<file path="src/rtl/ula_multiciclo.sv">
// ula_multiciclo: multi-cycle ALU for the MIPS datapath.
//  Single-cycle ops (AND/OR/ADD/SUB/SLT) finish one cycle after the start;
//  MULTU (shift-add) and DIVU (restoring) iterate LARGURA cycles over a
//  2*LARGURA accumulator. Operands/opcode are captured at start, results are
//  registered at FIM and held until the next FIM.
// Ports:
//  clk, reset (async, active-high), inicio (start, sampled only when idle)
//  ULAcontrole  opcode: 0000 AND 0001 OR 0010 ADD 0110 SUB 0111 SLT 1000 MULTU 1001 DIVU
//  SrcA, SrcB   operands (dividend / divisor for DIVU)
//  ULAsaida     result / product low / quotient
//  saida_hi     product high / remainder, 0 for single-cycle ops
//  overflow     signed overflow of ADD/SUB; zero: ULAsaida == 0
//  erro_div0    DIVU by zero; ocupado: op in progress; pronto: results just updated
module ula_multiciclo #(
  parameter int LARGURA = 32
) (
  input  logic               clk,
  input  logic               reset,
  input  logic               inicio,
  input  logic [3:0]         ULAcontrole,
  input  logic [LARGURA-1:0] SrcA,
  input  logic [LARGURA-1:0] SrcB,
  output logic [LARGURA-1:0] ULAsaida,
  output logic [LARGURA-1:0] saida_hi,
  output logic               overflow,
  output logic               zero,
  output logic               erro_div0,
  output logic               ocupado,
  output logic               pronto
);
  localparam logic [3:0] OP_AND   = 4'b0000;
  localparam logic [3:0] OP_OR    = 4'b0001;
  localparam logic [3:0] OP_ADD   = 4'b0010;
  localparam logic [3:0] OP_SUB   = 4'b0110;
  localparam logic [3:0] OP_SLT   = 4'b0111;
  localparam logic [3:0] OP_MULTU = 4'b1000;
  localparam logic [3:0] OP_DIVU  = 4'b1001;
  localparam int CW = $clog2(LARGURA + 1);

  typedef enum logic [1:0] {OCIOSO, CALC, FIM} estado_t;
  estado_t estado, prox;

  logic [LARGURA-1:0]   a_q, b_q;
  logic [3:0]           op_q;
  logic [CW-1:0]        cont;
  logic [2*LARGURA-1:0] acc, acc_mul, acc_div;

  // state register
  always_ff @(posedge clk or posedge reset)
    if (reset) estado <= OCIOSO;
    else       estado <= prox;

  // next state
  always_comb begin
    prox = estado;
    case (estado)
      OCIOSO: if (inicio)
                prox = (ULAcontrole == OP_MULTU || ULAcontrole == OP_DIVU) ? CALC : FIM;
      CALC:   if (cont == CW'(1)) prox = FIM;
      FIM:    prox = OCIOSO;
      default: prox = OCIOSO;
    endcase
  end

  // state-decoded outputs
  always_comb begin
    ocupado = (estado != OCIOSO);
  end

  // MULTU step: acc = {partial high, remaining multiplier bits}; add A into
  // the high half when the current multiplier bit is set, then shift right.
  logic [LARGURA:0] soma_mul;
  always_comb begin
    soma_mul = {1'b0, acc[2*LARGURA-1:LARGURA]} + (acc[0] ? {1'b0, a_q} : '0);
    acc_mul  = {soma_mul, acc[LARGURA-1:1]};
  end

  // DIVU step: acc = {remainder, dividend bits shifting into quotient}.
  // With B==0 the compare always succeeds, so the quotient fills with ones and
  // the remainder ends up holding A with no special casing.
  logic [LARGURA:0]   t_div, dif_div;
  logic               ge_div;
  logic [LARGURA-1:0] rem_novo;
  always_comb begin
    t_div    = {acc[2*LARGURA-1:LARGURA], acc[LARGURA-1]};
    ge_div   = (t_div >= {1'b0, b_q});
    dif_div  = t_div - {1'b0, b_q};
    rem_novo = ge_div ? dif_div[LARGURA-1:0] : t_div[LARGURA-1:0];
    acc_div  = {rem_novo, acc[LARGURA-2:0], ge_div};
  end

  // result selection from the captured operands
  logic [LARGURA-1:0] soma, dif, res_lo, res_hi;
  logic               ovf_add, ovf_sub, res_ovf;
  always_comb begin
    soma    = a_q + b_q;
    dif     = a_q - b_q;
    ovf_add = (a_q[LARGURA-1] == b_q[LARGURA-1]) && (soma[LARGURA-1] != a_q[LARGURA-1]);
    ovf_sub = (a_q[LARGURA-1] != b_q[LARGURA-1]) && (dif[LARGURA-1] != a_q[LARGURA-1]);
    res_lo  = '0;
    res_hi  = '0;
    res_ovf = 1'b0;
    case (op_q)
      OP_AND:   res_lo = a_q & b_q;
      OP_OR:    res_lo = a_q | b_q;
      OP_ADD:   begin res_lo = soma; res_ovf = ovf_add; end
      OP_SUB:   begin res_lo = dif;  res_ovf = ovf_sub; end
      // sign XOR overflow keeps the signed compare right when A-B wraps
      OP_SLT:   res_lo = {{(LARGURA-1){1'b0}}, dif[LARGURA-1] ^ ovf_sub};
      OP_MULTU,
      OP_DIVU:  begin res_lo = acc[LARGURA-1:0]; res_hi = acc[2*LARGURA-1:LARGURA]; end
      default:  ;
    endcase
  end

  // datapath and result registers
  always_ff @(posedge clk or posedge reset) begin
    if (reset) begin
      a_q       <= '0;
      b_q       <= '0;
      op_q      <= '0;
      cont      <= '0;
      acc       <= '0;
      ULAsaida  <= '0;
      saida_hi  <= '0;
      overflow  <= 1'b0;
      erro_div0 <= 1'b0;
      zero      <= 1'b1;
      pronto    <= 1'b0;
    end else begin
      pronto <= 1'b0;
      case (estado)
        OCIOSO: if (inicio) begin
          a_q  <= SrcA;
          b_q  <= SrcB;
          op_q <= ULAcontrole;
          cont <= CW'(LARGURA);
          acc  <= (ULAcontrole == OP_DIVU) ? {{LARGURA{1'b0}}, SrcA}
                                           : {{LARGURA{1'b0}}, SrcB};
        end
        CALC: begin
          cont <= cont - CW'(1);
          acc  <= (op_q == OP_MULTU) ? acc_mul : acc_div;
        end
        FIM: begin
          ULAsaida  <= res_lo;
          saida_hi  <= res_hi;
          overflow  <= res_ovf;
          erro_div0 <= (op_q == OP_DIVU) && (b_q == '0);
          zero      <= (res_lo == '0);
          pronto    <= 1'b1;
        end
        default: ;
      endcase
    end
  end
endmodule

</file>
<file path="config.mk">
export PLATFORM = sky130hd
export DESIGN_NAME = ula_multiciclo
export DESIGN_NICKNAME = d
export VERILOG_FILES = /design/src/rtl/ula_multiciclo.sv
export SDC_FILE = /design/constraint.sdc
export NUM_CORES = 1
export LEC_CHECK = 0
export CELL_PAD_IN_SITES_DETAIL_PLACEMENT = 0
export CELL_PAD_IN_SITES_GLOBAL_PLACEMENT = 1
export CORE_MARGIN = 2
export CORE_UTILIZATION = 40
export DETAILED_ROUTE_END_ITERATION = 8
export GPL_TIMING_DRIVEN = 0
export MAX_ROUTING_LAYER = met4
export PLACE_DENSITY_LB_ADDON = 0.1
export SLEW_MARGIN = 15
export SYNTH_ARGS = -nofsm -noshare
export SYNTH_HDL_FRONTEND = slang
export SYNTH_SLANG_ARGS = --single-unit
</file>
<file path="constraint.sdc">
create_clock -name clk -period 14.3 [get_ports clk]
set_input_delay 2.86 -clock clk [delete_from_list [all_inputs] [get_ports clk]]
set_output_delay 2.86 -clock clk [all_outputs]
set_load 0.05 [all_outputs]
</file>
=== After elaboration in Yosys (flattened, before gate mapping) ===
Cells that the tools add are included.

* Divide/modulo/power cells: 0
* Shift operators: 0
* Order comparisons: 1
* Reductions and logical operators: 14
* Add/sub/neg operators: 5
* Muxes and demuxes: 16
* Bitwise gates (word level): 3
* Equal/unequal tests: 17
* $mul: 0

{| class="wikitable"
|+ Operators by type and width
! cell !! number
|-
| $pmux W32 S6 || 1
|-
| $mux W32 || 4
|-
| $mux W64 || 2
|-
| $pmux W64 S2 || 1
|-
| $logic_not A32 Y1 || 2
|-
| $sub A32 B32 Y32 || 2
|-
| $add A32 B32 Y33 || 1
|-
| $ge A33 B32 Y1 || 1
|-
| $add A32 B32 Y32 || 1
|-
| $and A32 B32 Y32 || 1
|-
| $or A32 B32 Y32 || 1
|-
| $eq A4 B4 Y1 const B || 4
|-
| $pmux W6 S2 || 1
|-
| $eq A4 B3 Y1 const B || 2
|-
| $eq A6 B1 Y1 const B || 1
|-
| $mux W2 || 3
|-
| $mux W6 || 1
|-
| $reduce_and A2 Y1 || 3
|-
| $sub A6 B1 Y6 const B || 1
|-
| $eq A4 B1 Y1 const B || 1
|-
| $eq A4 B2 Y1 const B || 1
|-
| $logic_not A4 Y1 || 1
|-
| $ne A2 B2 Y1 const B || 2
|-
| $pmux W2 S2 || 1
|-
| other kinds (12) || 17
|}

* Register bits: 208
* Memory bits (read-only): 0
* Bits in latches: 0
* RAM bits: 0
* Memories: 0
* Output and inout bits: 69
* Logic and storage cells: 68
* Input port bits: 71

=== Longest topological paths before layout ===
* Word-level depth: 6
* Mapped depth: 25
* Gate-level depth less buffers: 24

=== Worst setup path after synthesis ===
Ideal clock, no wire load.

* Path type: register to register
* Start point: reg a_q[5]
* End point: reg zero
* Slack: 9.771 ns
* Period minus slack after synthesis: 4.529 ns
* Buffers on the path: 1
* Library setup time: 0.091 ns
* Arrival time: 4.439 ns
* Required time: 14.209 ns
* Stages on the path, launching flop included: 26
* Cell sequence: dfrtp_1 -> inv_1 -> ha_1 -> buf_6 -> nor3b_1 -> or3_1 -> a31o_1 -> o41a_4 -> o21ai_4 -> a21oi_1 -> o21a_1 -> nor3_1 -> nor2_1 -> nor2_1 -> nor2_1 -> fa_1 -> nand3_1 -> a21oi_1 -> a22oi_1 -> nand3_1 -> a221oi_1 -> and4_1 -> nand4_1 -> nor4_1 -> nand4_1 -> o31ai_1

* Word-level cells in the longest chain between the ends: 6
* Elaborated cells between the ends (all ways): 9
* Classes of those cells: 2 x add/sub; 1 x eq/ne; 1 x mux; 3 x bitwise; 2 x reduce/logical

{| class="wikitable"
|+ RTL lines
! what !! line !! RTL
|-
| from (decl) || 43 || <nowiki>logic [LARGURA-1:0] a_q, b_q;</nowiki>
|-
| from (signal assigned) || 134 || <nowiki>a_q <= SrcA;</nowiki>
|-
| $sub A32 B32 Y32 || 97 || <nowiki>dif = a_q - b_q;</nowiki>
|-
| $ne A1 B1 Y1 || 99 || <nowiki>ovf_sub = (a_q[LARGURA-1] != b_q[LARGURA-1]) && (dif[LARGURA-1] != a_q[LARGURA-1]);</nowiki>
|-
| $logic_and A1 B1 Y1 || 99 ||
|-
| $xor A1 B1 Y1 || 109 || <nowiki>OP_SLT: res_lo = {{(LARGURA-1){1'b0}}, dif[LARGURA-1] ^ ovf_sub};</nowiki>
|-
| $pmux W32 S6 (*) || 103 || <nowiki>case (op_q)</nowiki>
|-
| $logic_not A32 Y1 (*) || 150 || <nowiki>zero <= (res_lo == '0);</nowiki>
|-
| to (signal assigned) || 150 ||
|-
| to (decl) || 26 || <nowiki>output logic zero,</nowiki>
|}

Every way passes the cells marked *; elsewhere a longest branch is shown, timed or not.
A chain may end at the register's enable or synchronous reset.

=== Final worst setup path ===
* Start point: reg b_q[3]
* End point: reg zero

* Word-level cells in the longest chain between the ends: 6
* Elaborated cells between the ends (all ways): 9
* Classes of those cells: 2 x add/sub; 1 x eq/ne; 1 x mux; 3 x bitwise; 2 x reduce/logical

{| class="wikitable"
|+ RTL lines
! what !! line !! RTL
|-
| from (decl) || 43 ||
|-
| from (signal assigned) || 135 || <nowiki>b_q <= SrcB;</nowiki>
|-
| $sub A32 B32 Y32 || 97 ||
|-
| $ne A1 B1 Y1 || 99 ||
|-
| $logic_and A1 B1 Y1 || 99 ||
|-
| $xor A1 B1 Y1 || 109 ||
|-
| $pmux W32 S6 (*) || 103 ||
|-
| $logic_not A32 Y1 (*) || 150 ||
|}

Marks and branches as above.

==> out/results.ini <==
[logic_synthesis]
synth_flop_cell=dfrtp_1
yosysSeqAreaShare_pct=29.83
yosys.cell_count.top_type=nand2_1
ys_warn_count=0
ys_types=77
synth_top_cells_by_count=257 x nand2_1, 208 x o21ai_0, 207 x dfrtp_1, 167 x ha_1, 146 x inv_1
synth_top_cell_by_area=dfrtp_1
synth_edf_count=0
ys_ff_latch=208
synth_nets=2352
synth_area_leaders=dfrtp_1 30%, ha_1 12%, mux2i_1 6.8%
syn_area_mm2=0.01745
netlist_instances=2109
synth_area_per_cell_um2=8.275
async_flop_share_pct=100.0
yosysTopAreaCellShare_pct=29.68

[clock_tree]
cts_sinks=208
ctsLongestPathBuffers=3
cts_made_buffers=27
clock_latency_ps=590
cts_tree=done
cts_max_level=1
cts_setup_buffers=0
post_cts_resized=0
cts_root_buf=clkbuf_16
clkTransAtPathRegs_ps=60
cts_hold_buf=0

[global_route]
antenna_found_initial=1
grt_pass1_vias=16350
grt-ovfl-total=0
grt_max_degree=98
grtUsageTotal_pct=31.78
grt_pass1_wl_um=103900

[sta]
post-route-period-util_pct=43.04
drv_slew=0
layout_min_cycle_time_ps=6155
worst_pin_slew_ps=1279
hold_violations=0
tns_ps=0
setup_viol=0
worst_slack_ps=8145
clock-skew-final_ps=15.69
slew-limit-headroom_pct=14.42
fmaxAchievable_ghz=0.1625
rsz0062_at_grt=no

[finish]
fin_cells=2885
multi_input_area_mm2=0.01124
fill_cells=4329
syn_to_final_growth_pct=18.24
drive_gt1_share_pct=3.436
seqCellArea_mm2=0.005206
final_util_pct=47.91
final_nets=2522

[worst_setup_path]
cp_common_cell=nor2_1
cpPeakStageDelay_ps=530
critPathCaptureType=flop
crit_fanout=8
criticalPathCategory=flop to flop
start_kind=flop
cp.required_ps=14790
slowest_stage=dfrtp_1
r2r_slack_ps=8150
cp.arrival_ps=6650

[floorplan]
dieArea_mm2=0.04532
design.core.area_mm2=0.04308
die_h_um=212.9
ios=140
row_count=76
die_w_um=212.9
start_util_pct=40.52

[power]
peakVddDrop_mv=0.1135
power.leakage_nw=9.274
p_per_area_mw_per_mm2=235.0
p_total_mw=4.849

[job]
cap_violations=0

[placed_design]
gp_congestion=0.9449
pre_cts_slack_ps=8149
placed_cells=2835
numPortBuffers=139
dp_hpwl_um=57360

[route]
routedWlPerCell_um=24.32
drt_pass1_iterations=6
routed_wl_um=70170
drc=0
antenna_left=0
num_vias=16620
drt_iter0_drc=1245
viasPerCell=5.762

[status]
status=completed

[hold_path]
hold_class=flop to flop

-- worst max-delay path: cells and delay by family (launching register included) --
family | cells | cell delay [ps]
AOI/OAI and AO/OA | 10 | 2450
adders and majority gates | 2 | 900
buffers and inverters | 2 | 440
DFF | 1 | 530
and+or+nand+nor | 11 | 1750
-- layer usage --
layer,GRT usage (%),up-vias,part of all wire (%)
met5,-,-,0
met4,10.03,0,3.5
met3,2.750,93,4.4
met2,50.45,488,46
met1,43.00,8058,46
li1,-,7984,-
-- logic make-up (layout without fill, tap and decap cells) --
group           Yosys count  in the layout  share of synthesized area (%)
other cells               0              1                              0
simple gates            574            574                          15.20
fa+ha+maj               172            172                          12.55
compound gates          696            696                          26.03
mux                     120            120                          6.889
xor+xnor                 74             74                          3.714
flops                   208            208                          29.83
buf+inv                 265            455                          5.792
-- cell usage in the layout, fill, tap and decap left out, types with 106 or more instances in the layout --
cell type	count
nand2_1	257
o21ai_0	208
dfrtp_1	207
ha_1	167
inv_1	145
a21oi_1	140
clkdlybuf4s50_1	139
mux2i_1	119
nor2_1	111
clkbuf_1	106
-- report_power, final --
group          internal [mW]  switching, mW  total (mW)  leakage (nW)
clock                  0.465          0.300       0.766         0.476
combinational           1.04           2.00        3.04          6.11
sequential             0.778          0.265        1.04          2.69
total                   2.28           2.57        4.85          9.27
-- state kept, by name (all words and copies together) (netlist names) --
signal / cells
ULAsaida: 32
cont: 6
overflow: 1
erro_div0: 1
op_q: 4
b_q: 32
zero: 1
a_q: 32
pronto: 1
saida_hi: 32
acc: 64
estado: 2
-- per-stage QoR --
step	hold slack [ps]	cell area, µm²
after floorplan	464.7	17450
after global placement	449.6	19580
after detailed placement	454.9	19640
after CTS	467.4	20630
after global routing	497.5	20630
final	459.8	20640
-- worst paths after layout --
path	startpoint	to	depth (start not counted)
setup / recovery	b_q[3]$_DFFE_PP0P_	zero$_DFFE_PP1P_	25
hold / removal	ULAsaida[24]$_DFFE_PP0P_	ULAsaida[24]$_DFFE_PP0P_	2
setup reg to reg	b_q[3]$_DFFE_PP0P_	zero$_DFFE_PP1P_	25
hold reg to reg	ULAsaida[24]$_DFFE_PP0P_	ULAsaida[24]$_DFFE_PP0P_	2
max in group asynchronous	reset	zero$_DFFE_PP1P_	4
min in group asynchronous	reset	saida_hi[1]$_DFFE_PP0P_	2
-- final cells by class --
class / count / area share [%]
diodes: 1 / 0.01213
repair buffers: 141 / 7.009
well taps: 585 / 3.547
clock inverters: 16 / 1.188
inverters: 147 / 2.710
plain buffers: 118 / 2.231
clock buffers: 33 / 3.626
multi-input cells: 1636 / 54.45
flip-flops and latches: 208 / 25.23
No activity file was read; power rests on OpenSTA's default activity.
